$ cat src/rtl/lot_pkg.sv
// Shared types and sensor-pattern constants for the parking-lot occupancy monitor.
package lot_pkg;

  typedef enum logic [2:0] {
    IDLE,
    EN1,
    EN2,
    EN3,
    EX1,
    EX2,
    EX3,
    BAD
  } gate_state_t;

  // Sensor pattern {a, b}: a is the outer sensor, b the inner one.
  localparam logic [1:0] P_CLR = 2'b00;
  localparam logic [1:0] P_A   = 2'b10;
  localparam logic [1:0] P_B   = 2'b01;
  localparam logic [1:0] P_AB  = 2'b11;

  function automatic int unsigned net_width(input int unsigned gates);
    return $clog2(gates) + 2;
  endfunction

endpackage

$ cat src/rtl/gate_seq.sv
// Single-gate strict enter/exit sequence detector with back-out and error lock-out.
module gate_seq
  import lot_pkg::*;
(
  input  logic clk,
  input  logic reset,
  input  logic a,
  input  logic b,
  output logic enter,
  output logic exit,
  output logic seq_err
);

  gate_state_t state_q, state_d;
  logic [1:0]  p;
  logic        enter_c, exit_c, err_c;

  assign p = {a, b};

  // Next-state and event decode; any unlisted pattern drops into BAD once.
  always_comb begin
    state_d = state_q;
    enter_c = 1'b0;
    exit_c  = 1'b0;
    err_c   = 1'b0;
    case (state_q)
      IDLE: case (p)
        P_CLR:   state_d = IDLE;
        P_A:     state_d = EN1;
        P_B:     state_d = EX1;
        default: begin state_d = BAD; err_c = 1'b1; end
      endcase
      EN1: case (p)
        P_A:     state_d = EN1;
        P_AB:    state_d = EN2;
        P_CLR:   state_d = IDLE;
        default: begin state_d = BAD; err_c = 1'b1; end
      endcase
      EN2: case (p)
        P_AB:    state_d = EN2;
        P_B:     state_d = EN3;
        P_A:     state_d = EN1;
        default: begin state_d = BAD; err_c = 1'b1; end
      endcase
      EN3: case (p)
        P_B:     state_d = EN3;
        P_AB:    state_d = EN2;
        P_CLR:   begin state_d = IDLE; enter_c = 1'b1; end
        default: begin state_d = BAD; err_c = 1'b1; end
      endcase
      EX1: case (p)
        P_B:     state_d = EX1;
        P_AB:    state_d = EX2;
        P_CLR:   state_d = IDLE;
        default: begin state_d = BAD; err_c = 1'b1; end
      endcase
      EX2: case (p)
        P_AB:    state_d = EX2;
        P_A:     state_d = EX3;
        P_B:     state_d = EX1;
        default: begin state_d = BAD; err_c = 1'b1; end
      endcase
      EX3: case (p)
        P_A:     state_d = EX3;
        P_AB:    state_d = EX2;
        P_CLR:   begin state_d = IDLE; exit_c = 1'b1; end
        default: begin state_d = BAD; err_c = 1'b1; end
      endcase
      BAD: begin
        if (p == P_CLR) state_d = IDLE;
      end
      default: state_d = IDLE;
    endcase
  end

  always_ff @(posedge clk or posedge reset) begin
    if (reset) begin
      state_q <= IDLE;
      enter   <= 1'b0;
      exit    <= 1'b0;
      seq_err <= 1'b0;
    end else begin
      state_q <= state_d;
      enter   <= enter_c;
      exit    <= exit_c;
      seq_err <= err_c;
    end
  end

endmodule

$ cat src/rtl/lot_monitor.sv
// Multi-gate parking-lot monitor: per-gate sequence detectors feeding a
// shared saturating occupancy counter with sticky overflow/underflow flags.
module lot_monitor
  import lot_pkg::*;
#(
  parameter int unsigned NUM_GATES = 2,
  parameter int unsigned CAPACITY  = 25,
  parameter int unsigned CNT_W     = $clog2(CAPACITY + 1)
) (
  input  logic                 clk,
  input  logic                 reset,
  input  logic [NUM_GATES-1:0] a,
  input  logic [NUM_GATES-1:0] b,
  input  logic                 clr_flags,
  output logic [NUM_GATES-1:0] enter,
  output logic [NUM_GATES-1:0] exit,
  output logic [NUM_GATES-1:0] seq_err,
  output logic [CNT_W-1:0]     count,
  output logic                 full,
  output logic                 empty,
  output logic                 ovf,
  output logic                 unf
);

  localparam int unsigned NET_W = net_width(NUM_GATES);
  localparam int unsigned SUM_W = ((CNT_W > NET_W) ? CNT_W : NET_W) + 2;

  for (genvar g = 0; g < NUM_GATES; g++) begin : g_gate
    gate_seq u_gate (
      .clk     (clk),
      .reset   (reset),
      .a       (a[g]),
      .b       (b[g]),
      .enter   (enter[g]),
      .exit    (exit[g]),
      .seq_err (seq_err[g])
    );
  end

  logic signed [NET_W-1:0] net_c;
  logic signed [SUM_W-1:0] sum_c;
  logic                    ovf_set_c, unf_set_c;

  // Entries and exits of the same cycle cancel before the clamp is applied.
  always_comb begin
    net_c = '0;
    for (int i = 0; i < NUM_GATES; i++) begin
      net_c = net_c + $signed(NET_W'(enter[i])) - $signed(NET_W'(exit[i]));
    end
    sum_c     = $signed(SUM_W'(count)) + SUM_W'(net_c);
    ovf_set_c = sum_c > $signed(SUM_W'(CAPACITY));
    unf_set_c = sum_c[SUM_W-1];
  end

  always_ff @(posedge clk or posedge reset) begin
    if (reset) begin
      count <= '0;
      ovf   <= 1'b0;
      unf   <= 1'b0;
    end else begin
      if (ovf_set_c)      count <= CNT_W'(CAPACITY);
      else if (unf_set_c) count <= '0;
      else                count <= CNT_W'(sum_c);
      ovf <= ovf_set_c | (ovf & ~clr_flags);
      unf <= unf_set_c | (unf & ~clr_flags);
    end
  end

  assign full  = (count == CNT_W'(CAPACITY));
  assign empty = (count == '0);

endmodule

$ cat config.mk
export PLATFORM = sky130hd
export DESIGN_NAME = lot_monitor
export DESIGN_NICKNAME = d
export VERILOG_FILES = /design/src/rtl/lot_pkg.sv /design/src/rtl/gate_seq.sv /design/src/rtl/lot_monitor.sv
export SDC_FILE = /design/constraint.sdc
export NUM_CORES = 1
export LEC_CHECK = 0
export CAP_MARGIN = 20
export CORE_UTILIZATION = 49
export CTS_CLUSTER_SIZE = 24
export DETAILED_ROUTE_END_ITERATION = 16
export GPL_ROUTABILITY_DRIVEN = 0
export HOLD_SLACK_MARGIN = 0.15
export PLACE_DENSITY = 0.73
export SYNTH_ARGS = -nofsm -noshare
export SYNTH_HDL_FRONTEND = slang
export SYNTH_HIERARCHICAL = 1
export SYNTH_SLANG_ARGS = --single-unit
export TNS_END_PERCENT = 50
$ cat constraint.sdc
create_clock -name clk -period 3.8 [get_ports clk]
set_clock_uncertainty 0.2 [all_clocks]
set_input_delay 0.76 -clock clk [delete_from_list [all_inputs] [get_ports clk]]
set_output_delay 0.76 -clock clk [all_outputs]
set_load 0.1 [all_outputs]
Word level (Yosys, flattened, before mapping)
Cells that the tools add are included.
- register bits: 19
- logic and storage cells: 99
- add/sub/neg operators: 4
- order comparisons: 1
- equal/unequal tests: 23
- mux-type cells: 36
- bitwise gates (word level): 5
- reduce and logical (&&, ||, !) cells: 19
- operators by type and width (operator ; count):
    $pmux W3 S3 ; 12
    $pmux W3 S8 ; 2
    $eq A3 B3 Y1 const B ; 8
    $reduce_or A3 Y1 ; 8
    $mux W1 ; 14
    $eq A3 B2 Y1 const B ; 4
    $pmux W2 S3 ; 2
    $reduce_or A2 Y1 ; 6
    $mux W5 ; 2
    $eq A2 B2 Y1 const B ; 4
    $pmux W1 S4 ; 2
    $add A6 B3 Y7 ; 1
    $gt A7 B6 Y1 const B ; 1
    $eq A3 B1 Y1 const B ; 2
    $logic_not A3 Y1 ; 2
    $mux W3 ; 2
    $eq A5 B5 Y1 const B ; 1
    $logic_not A5 Y1 ; 1
    $eq A2 B1 Y1 const B ; 2
    $logic_not A2 Y1 ; 2
    $ne A2 B1 Y1 const B ; 2
    $add A2 B2 Y3 ; 1
    $sub A3 B2 Y3 ; 1
    $and A1 B1 Y1 ; 2
    other kinds (3) ; 4

Logic depth before layout (Yosys ltp)
Gate-level depths: netlist (run 1).
- depth after elaboration: 6
- gate-level depth with buffers: 12
- mapped depth without buffers: 11

By module
The synthesis (run 1) kept the hierarchy.
- by module, submodules not included (module ; times used ; cells each ; area an instance (µm²) ; sequential area each (µm²)):
    gate_seq ; 2 ; 56 ; 544.3 ; 150.1
    lot_monitor ; 1 ; 75 ; 685.7 ; 175.2

Worst setup path after synthesis (run 1)
OpenSTA, ideal clock, no wires.
- kind: flip-flop to output port
- start point: register count[4]
- end point: output full
- data arrival time: 3.355 ns
- path slack: -0.515 ns
- cell stages (with the launch flop): 4
- path buffers: 1
- cells stage by stage: dfrtp_1 -> buf_4 -> nand3_1 -> nor3_1
- cells in the longest elaborated chain, start to end: 1
- ends and longest elaborated chain (what ; line ; text):
    start: declaration ; lot_monitor.sv:18 ; output logic [CNT_W-1:0] count,
    start signal: assignment ; lot_monitor.sv:61 ; if (ovf_set_c) count <= CNT_W'(CAPACITY);
    start signal: assignment ; lot_monitor.sv:63 ; else count <= CNT_W'(sum_c);
    $eq A5 B5 Y1 ; lot_monitor.sv:69 ; assign full = (count == CNT_W'(CAPACITY));
    end: declaration ; lot_monitor.sv:19 ; output logic full,
No other way between the ends.

Final worst setup path (run 1)
- start point: register g_gate[0].u_gate.enter
- end point: register count[0]
- cells in the longest elaborated chain, start to end: 6
- ends and longest elaborated chain (what ; line ; text):
    start: declaration ; gate_seq.sv:9 ; output logic enter,
    start signal: assignment ; gate_seq.sv:84 ; enter <= enter_c;
    $sub A1 B1 Y2 (*) ; lot_monitor.sv:48 ; net_c = net_c + $signed(NET_W'(enter[i])) - $signed(NET_W'(exit[i]));
    $add A2 B2 Y3 (*) ; lot_monitor.sv:48 ;
    $sub A3 B2 Y3 (*) ; lot_monitor.sv:48 ;
    $add A6 B3 Y7 (*) ; lot_monitor.sv:50 ; sum_c = $signed(SUM_W'(count)) + SUM_W'(net_c);
    $gt A7 B6 Y1 or $mux W5 (tied branches) ; lot_monitor.sv:51, lot_monitor.sv:62 ;
    $mux W5 (*) ; lot_monitor.sv:61 ;
Every way passes the cells marked *; elsewhere a longest branch is shown, timed or not.
A chain may end at the register's enable or synchronous reset.

==> impl_metrics.env, run 1 <==
export IMPL_outcome="finished, final reports clean"
export IMPL_synth_ff_latch_count=19
export IMPL_crit_fanout=9
export IMPL_io_pins=22
export IMPL_vias=1441
export IMPL_p_leak_nw=0.875
export IMPL_postRouteAntennaNets=0
export IMPL_grt_pass1_wl_um=5910
export IMPL_clock_sinks=19
export IMPL_synth_avg_cell_area_um2=9.49
export IMPL_slew_violations=0
export IMPL_antenna_found_initial=0
export IMPL_critPathLaunchType="flip-flop"
export IMPL_hold_slack_ns=0.335
export IMPL_synth_area_leaders="dfrtp_1, ha_1, inv_1"
export IMPL_portBuffers=21
export IMPL_synth_cell_types=59
export IMPL_tritoncts="yes"
export IMPL_cpLargestDelayFamily="adder cells"
export IMPL_worstSkewPairLatency_ns=0.29
export IMPL_async_flop_share_pct=100
export IMPL_grt_use_met2_pct=35.6
export IMPL_timing_final_ws_setup_ns=0.588
export IMPL_die_h_um=62.2
export IMPL_endpoint_kind="flip-flop"
export IMPL_final_net_count=230
export IMPL_max_freq_mhz=311
export IMPL_rsz0062_at_grt="no"
export IMPL_top_usage_layer="met2"
export IMPL_dpl_hpwl_um=2650
export IMPL_place_area_um2=1950
export IMPL_ys_seq_area_share_pct=26.8
export IMPL_synth_fp_nets=215
export IMPL_root_buffer="clkbuf_4"
export IMPL_grt_max_degree=17
export IMPL_ys_warnings_count=6
export IMPL_routed_wl_um=3420
export IMPL_synth_top_flop_cell="dfrtp_1"
export IMPL_wire_per_inst_um=13.8
export IMPL_cp_depth=10
export IMPL_dpl_worst_slack_ns=0.595
export IMPL_netlist_instances=187
export IMPL_drc=0
export IMPL_total_power_mw=1.58
export IMPL_ir_worst_vdd_v=0.000242
export IMPL_cts_buffer_depth=2
export IMPL_r2r_end="count[0]"
export IMPL_use_met1_pct=20.9
export IMPL_power_density_nw_per_um2=798
export IMPL_r2r_setup_slack_ns=0.59
export IMPL_clkTransAtPathRegs_ns=0.11
export IMPL_reg2reg_depth=10
export IMPL_die_area_um2=3870
export IMPL_grt_pass1_vias=1368
export IMPL_drive_gt1_share_pct=14.9
export IMPL_worst_pin_slew_ns=0.978
export IMPL_synth_edff_count=0
export IMPL_whs_endpoint="unf"
export IMPL_fin_setup_tns_ns=0
export IMPL_cp_common_cell="ha_1"
export IMPL_ctsResizeCount=0
export IMPL_period_share_pct=84.5
export IMPL_final_util_pct=58.4
export IMPL_numCtsBuffers=3
export IMPL_cts_setup_buffers=0
export IMPL_rows=21
export IMPL_netlist_area_um2=1770
export IMPL_die_x_um=62.2
export IMPL_crit_slowest_cell="fa_1"
export IMPL_synth_top_area_share_pct=26.8
export IMPL_drt_iter0_markers=102
export IMPL_dp_cells=243
export IMPL_syn2layout_area_growth_pct=11.6
export IMPL_worstPathCellList="fa_1 > ha_1 > ha_1 > or2_4 > inv_4 > ha_1 > a31oi_1 > o21ai_0 > a211oi_2 > a221o_1"
export IMPL_whs_path_depth=2
export IMPL_post_route_cell_area_um2=1980
export IMPL_yosys_area_top_type="dfrtp_1"
export IMPL_final_cell_mix="ha_1, dfrtp_1, clkdlybuf4s50_1"
export IMPL_critPathKind="reg2reg"
export IMPL_max_cap_viol_count=0
export IMPL_hold_class="reg2reg"
export IMPL_stdcell_count=247
export IMPL_setup_viol=0
export IMPL_fin_crit_ns=3.21
export IMPL_arrival_ns=3.20
export IMPL_grt_overflow_total=0
export IMPL_finalHoldViolations=0
export IMPL_n_antenna_cell=0
export IMPL_viasPerCell=5.83
export IMPL_timing_slew_headroom_pct=34.6
export IMPL_first_pass_iters=4
export IMPL_core_um2=3390
export IMPL_r2r_start="g_gate[0].u_gate/enter"
export IMPL_met3_usage_pct=2.21
export IMPL_initial_core_util_pct=52.3
export IMPL_hold_buffers=0
export IMPL_critical_path_buf_inv_count=1
export IMPL_max_stage_delay_ns=0.54
export IMPL_required_ns=3.78
export IMPL_grt_use_total_pct=18.6
export IMPL_hold_path_startpoint="unf"
export IMPL_cts_max_level=1
[tightest hold or removal path, delay by kind of cell, from the launching register on]
kind	cells	cell delay, ns
compound gates	1	0.06
buf+inv	1	0.05
flops	1	0.39
[cell type report]
type                       count  area, µm²
fill                         287       1410
multi-input combinational    141       1160
sequential                    19        475
timing repair buffer          21        198
inverter                      16       62.6
tap                           46       57.6
clock buffer                   3       22.5
clock inverter                 1       5.00
[worst max path at each step]
| stage | from | slack (ns) | end |
|---|---|---|---|
| 6_report | g_gate[0].u_gate/enter | 0.59 | count[0] |
| 5_1_grt | g_gate[0].u_gate/enter | 0.44 | count[0] |
| 4_1_cts | g_gate[0].u_gate/enter | 0.59 | count[0] |
| 3_5_place_dp | g_gate[0].u_gate/enter | 0.59 | count[0] |
| 3_3_place_gp | g_gate[0].u_gate/enter | 0.72 | count[0] |
| 2_1_floorplan | count[2] | -0.04 | empty |
[cell families after synthesis]
group | synth area share [%]
AOI/OAI and AO/OA | 24.3
muxes | 5.36
xor gates and xnor gates | 0.987
adders and majority gates | 15.7
DFF | 26.8
and+or+nand+nor | 18.7
buffers and inverters | 8.18
[state kept, by name (all words and copies together), names as in the netlist]
| register | flops |
|---|---|
| g_gate.u_gate/state_q | 6 |
| count | 5 |
| g_gate.u_gate/enter | 2 |
| g_gate.u_gate/exit | 2 |
| g_gate.u_gate/seq_err | 2 |
| ovf | 1 |
| unf | 1 |
[routing by layer]
| layer | share of wire, % | vias to the layer above | wire, µm |
|---|---|---|---|
| li1 | - | 713 | - |
| met1 | 43 | 693 | 1480 |
| met2 | 52 | 30 | 1770 |
| met3 | 3.2 | 5 | 110 |
| met4 | 1.4 | 0 | 48 |
| met5 | 0 | - | 0 |
[Yosys cell counts, drive strengths merged (2+ instances only)]
master	n
a21boi	2
nand2	14
nor3b	2
mux4	2
nand3	2
o311ai	2
buf	11
a221o	2
nor2b	4
a221oi	2
nand4b	2
o211ai	4
inv	16
ha	19
o31ai	4
nand2b	4
or2b	2
and3	2
mux2i	2
and2	2
fa	2
or2	2
dfrtp	19
a21o	2
a211oi	2
o22ai	2
mux2	2
o21ai	12
o22a	2
a31oi	6
a21oi	4
nor2	12
o221ai	3
nor3	4
[report_power, final]
| group | internal, mW | switching [mW] |
|---|---|---|
| clock | 0.0391 | 0.0587 |
| combinational | 0.365 | 0.642 |
| sequential | 0.277 | 0.199 |
| total | 0.681 | 0.900 |
No activity file was read; power rests on OpenSTA's default activity.
==> inputs of run 2 (changes only) <==
clock period = 3.4 ns   (was 3.8 ns; I/O delays follow)
==> run 2 against run 1 <==
Non-clock buffer count is the same. Critical path depth shrank 1. Combinational power grew 13%. Final cell count is the same. Global-route usage grew 1.2 points. Routed wire length grew 5.5%. Hold slack is essentially flat. Clock power grew 9%. Final area shrank 0.13%. Worst setup slack lost 0.48 ns. Via count grew 1.4%. Flip-flop and latch count is the same. Critical endpoint unchanged. Largest cell class unchanged. Largest power group unchanged.
==> impl_metrics.env, run 2 (same netlist as run 1, synthesis figures left out) <==
export IMPL_hold_class="reg2reg"
export IMPL_grt_pass1_vias=1378
export IMPL_first_pass_iters=4
export IMPL_final_util_pct=58.3
export IMPL_rsz0062_at_grt="no"
export IMPL_whs_endpoint="unf"
export IMPL_largest_register_ffs=6
export IMPL_grt_use_met2_pct=33.8
export IMPL_die_area_um2=3870
export IMPL_rows=21
export IMPL_critPathKind="reg2reg"
export IMPL_timing_slew_headroom_pct=63.3
export IMPL_final_net_count=230
export IMPL_grt_use_total_pct=19.8
export IMPL_met3_usage_pct=1.47
export IMPL_top_usage_layer="met2"
export IMPL_grt_overflow_total=0
export IMPL_dpl_hpwl_um=2790
export IMPL_critPathLaunchType="flip-flop"
export IMPL_reg2reg_depth=9
export IMPL_clkTransAtPathRegs_ns=0.10
export IMPL_arrival_ns=3.27
export IMPL_hold_path_startpoint="unf"
export IMPL_worstSkewPairLatency_ns=0.29
export IMPL_final_cell_mix="ha_1, dfrtp_1, inv_1, buf_4, nand2_1"
export IMPL_power_density_nw_per_um2=902
export IMPL_fin_crit_ns=3.29
export IMPL_drt_iter0_markers=102
export IMPL_postRouteAntennaNets=0
export IMPL_outcome="finished, final reports clean"
export IMPL_viasPerCell=5.91
export IMPL_antenna_found_initial=0
export IMPL_crit_fanout=11
export IMPL_slew_violations=0
export IMPL_wire_per_inst_um=14.6
export IMPL_cts_buffer_depth=2
export IMPL_initial_core_util_pct=52.3
export IMPL_finalHoldViolations=0
export IMPL_clock_sinks=19
export IMPL_tritoncts="yes"
export IMPL_portBuffers=21
export IMPL_grt_pass1_wl_um=6250
export IMPL_fin_setup_tns_ns=0
export IMPL_grt_max_degree=17
export IMPL_vias=1461
export IMPL_syn2layout_area_growth_pct=11.4
export IMPL_hold_slack_ns=0.334
export IMPL_cts_max_level=1
export IMPL_p_leak_nw=0.884
export IMPL_use_met1_pct=24.7
export IMPL_ir_worst_vdd_v=0.000261
export IMPL_worst_pin_slew_ns=0.550
export IMPL_drive_gt1_share_pct=23.4
export IMPL_n_antenna_cell=0
export IMPL_routed_wl_um=3600
export IMPL_root_buffer="clkbuf_4"
export IMPL_endpoint_kind="flip-flop"
export IMPL_numCtsBuffers=3
export IMPL_required_ns=3.38
export IMPL_max_cap_viol_count=0
export IMPL_drc=0
export IMPL_r2r_setup_slack_ns=0.11
export IMPL_whs_path_depth=2
export IMPL_setup_viol=0
export IMPL_core_um2=3390
export IMPL_total_power_mw=1.78
export IMPL_r2r_start="g_gate[0].u_gate/exit"
export IMPL_die_x_um=62.2
export IMPL_io_pins=22
export IMPL_max_freq_mhz=304
export IMPL_cts_setup_buffers=0
export IMPL_r2r_end="count[0]"
export IMPL_die_h_um=62.2
export IMPL_mostFrequentLayoutCell="ha_1"
export IMPL_top_register="g_gate.u_gate/state_q"
export IMPL_period_share_pct=96.7
export IMPL_top_regs="g_gate.u_gate/state_q: 6 flops, count: 5 flops"
-- run 2: cell types whose count changed in the layout (fill, tap and decap cells not counted), moves of 2 or more --
cell             previous run  this run
dfrtp_2                     0         2
dfrtp_1                    19        16
clkdlybuf4s50_1            16         6
buf_4                       5        15
-- run 2: how the worst max path moves through the flow --
stage	cells past startpoint	to	slack, ns	from
CTS	9	count[0]	0.12	g_gate[0].u_gate/exit
global placement	9	count[0]	0.19	g_gate[0].u_gate/exit
finish	9	count[0]	0.11	g_gate[0].u_gate/exit
global route	9	count[0]	0.01	g_gate[0].u_gate/exit
floorplan	3	full	0.006	count[4]
detailed placement	9	count[0]	0.13	g_gate[0].u_gate/exit
-- run 2: area by class of cell --
cell class	instances	area [µm²]
clock buffer	3	22.5
clock inverter	1	5.00
fill	300	1410
inverter	16	62.6
multi-input combinational	141	1170
sequential	19	482
tap	46	57.6
timing repair buffer	21	173
-- run 2: critical path: stages, from the launching register on --
cell and delay, ns:
dfrtp_4 0.48, inv_1 0.08, fa_1 0.42, ha_1 0.20, ha_1 0.32, fa_1 0.57
xor2_1 0.21, xnor2_1 0.23, a211oi_2 0.12, a221o_1 0.35
-- run 2: power by group --
part | leakage, nW | internal (mW) | switching (mW)
combinational | 0.630 | 0.410 | 0.733
clock | 0.0177 | 0.0437 | 0.0629
sequential | 0.236 | 0.311 | 0.222
total | 0.884 | 0.765 | 1.02
-- run 2: layer usage --
metal / vias up / share of wire, % / routed length (µm)
li1: 708 / - / -
met1: 698 / 43 / 1560
met2: 43 / 50 / 1810
met4: 0 / 3.3 / 118
met5: - / 0 / 0
met3: 12 / 3.2 / 115
-- run 2: through the flow --
stage,instance area [µm²],setup WS (ns),cells
after CTS,1960,0.120,247
final,1980,0.112,247
after global routing,1980,0.0121,247
after detailed placement,1940,0.125,243
after global placement,1940,0.189,243
after floorplan,1790,0.00573,187
-- run 2: timing repair --
| item | CTS | global route |
|---|---|---|
| setup endpoints to repair | 0 | 3 |
| resized for setup | 0 | 4 |
| hold buffers | 0 | 0 |
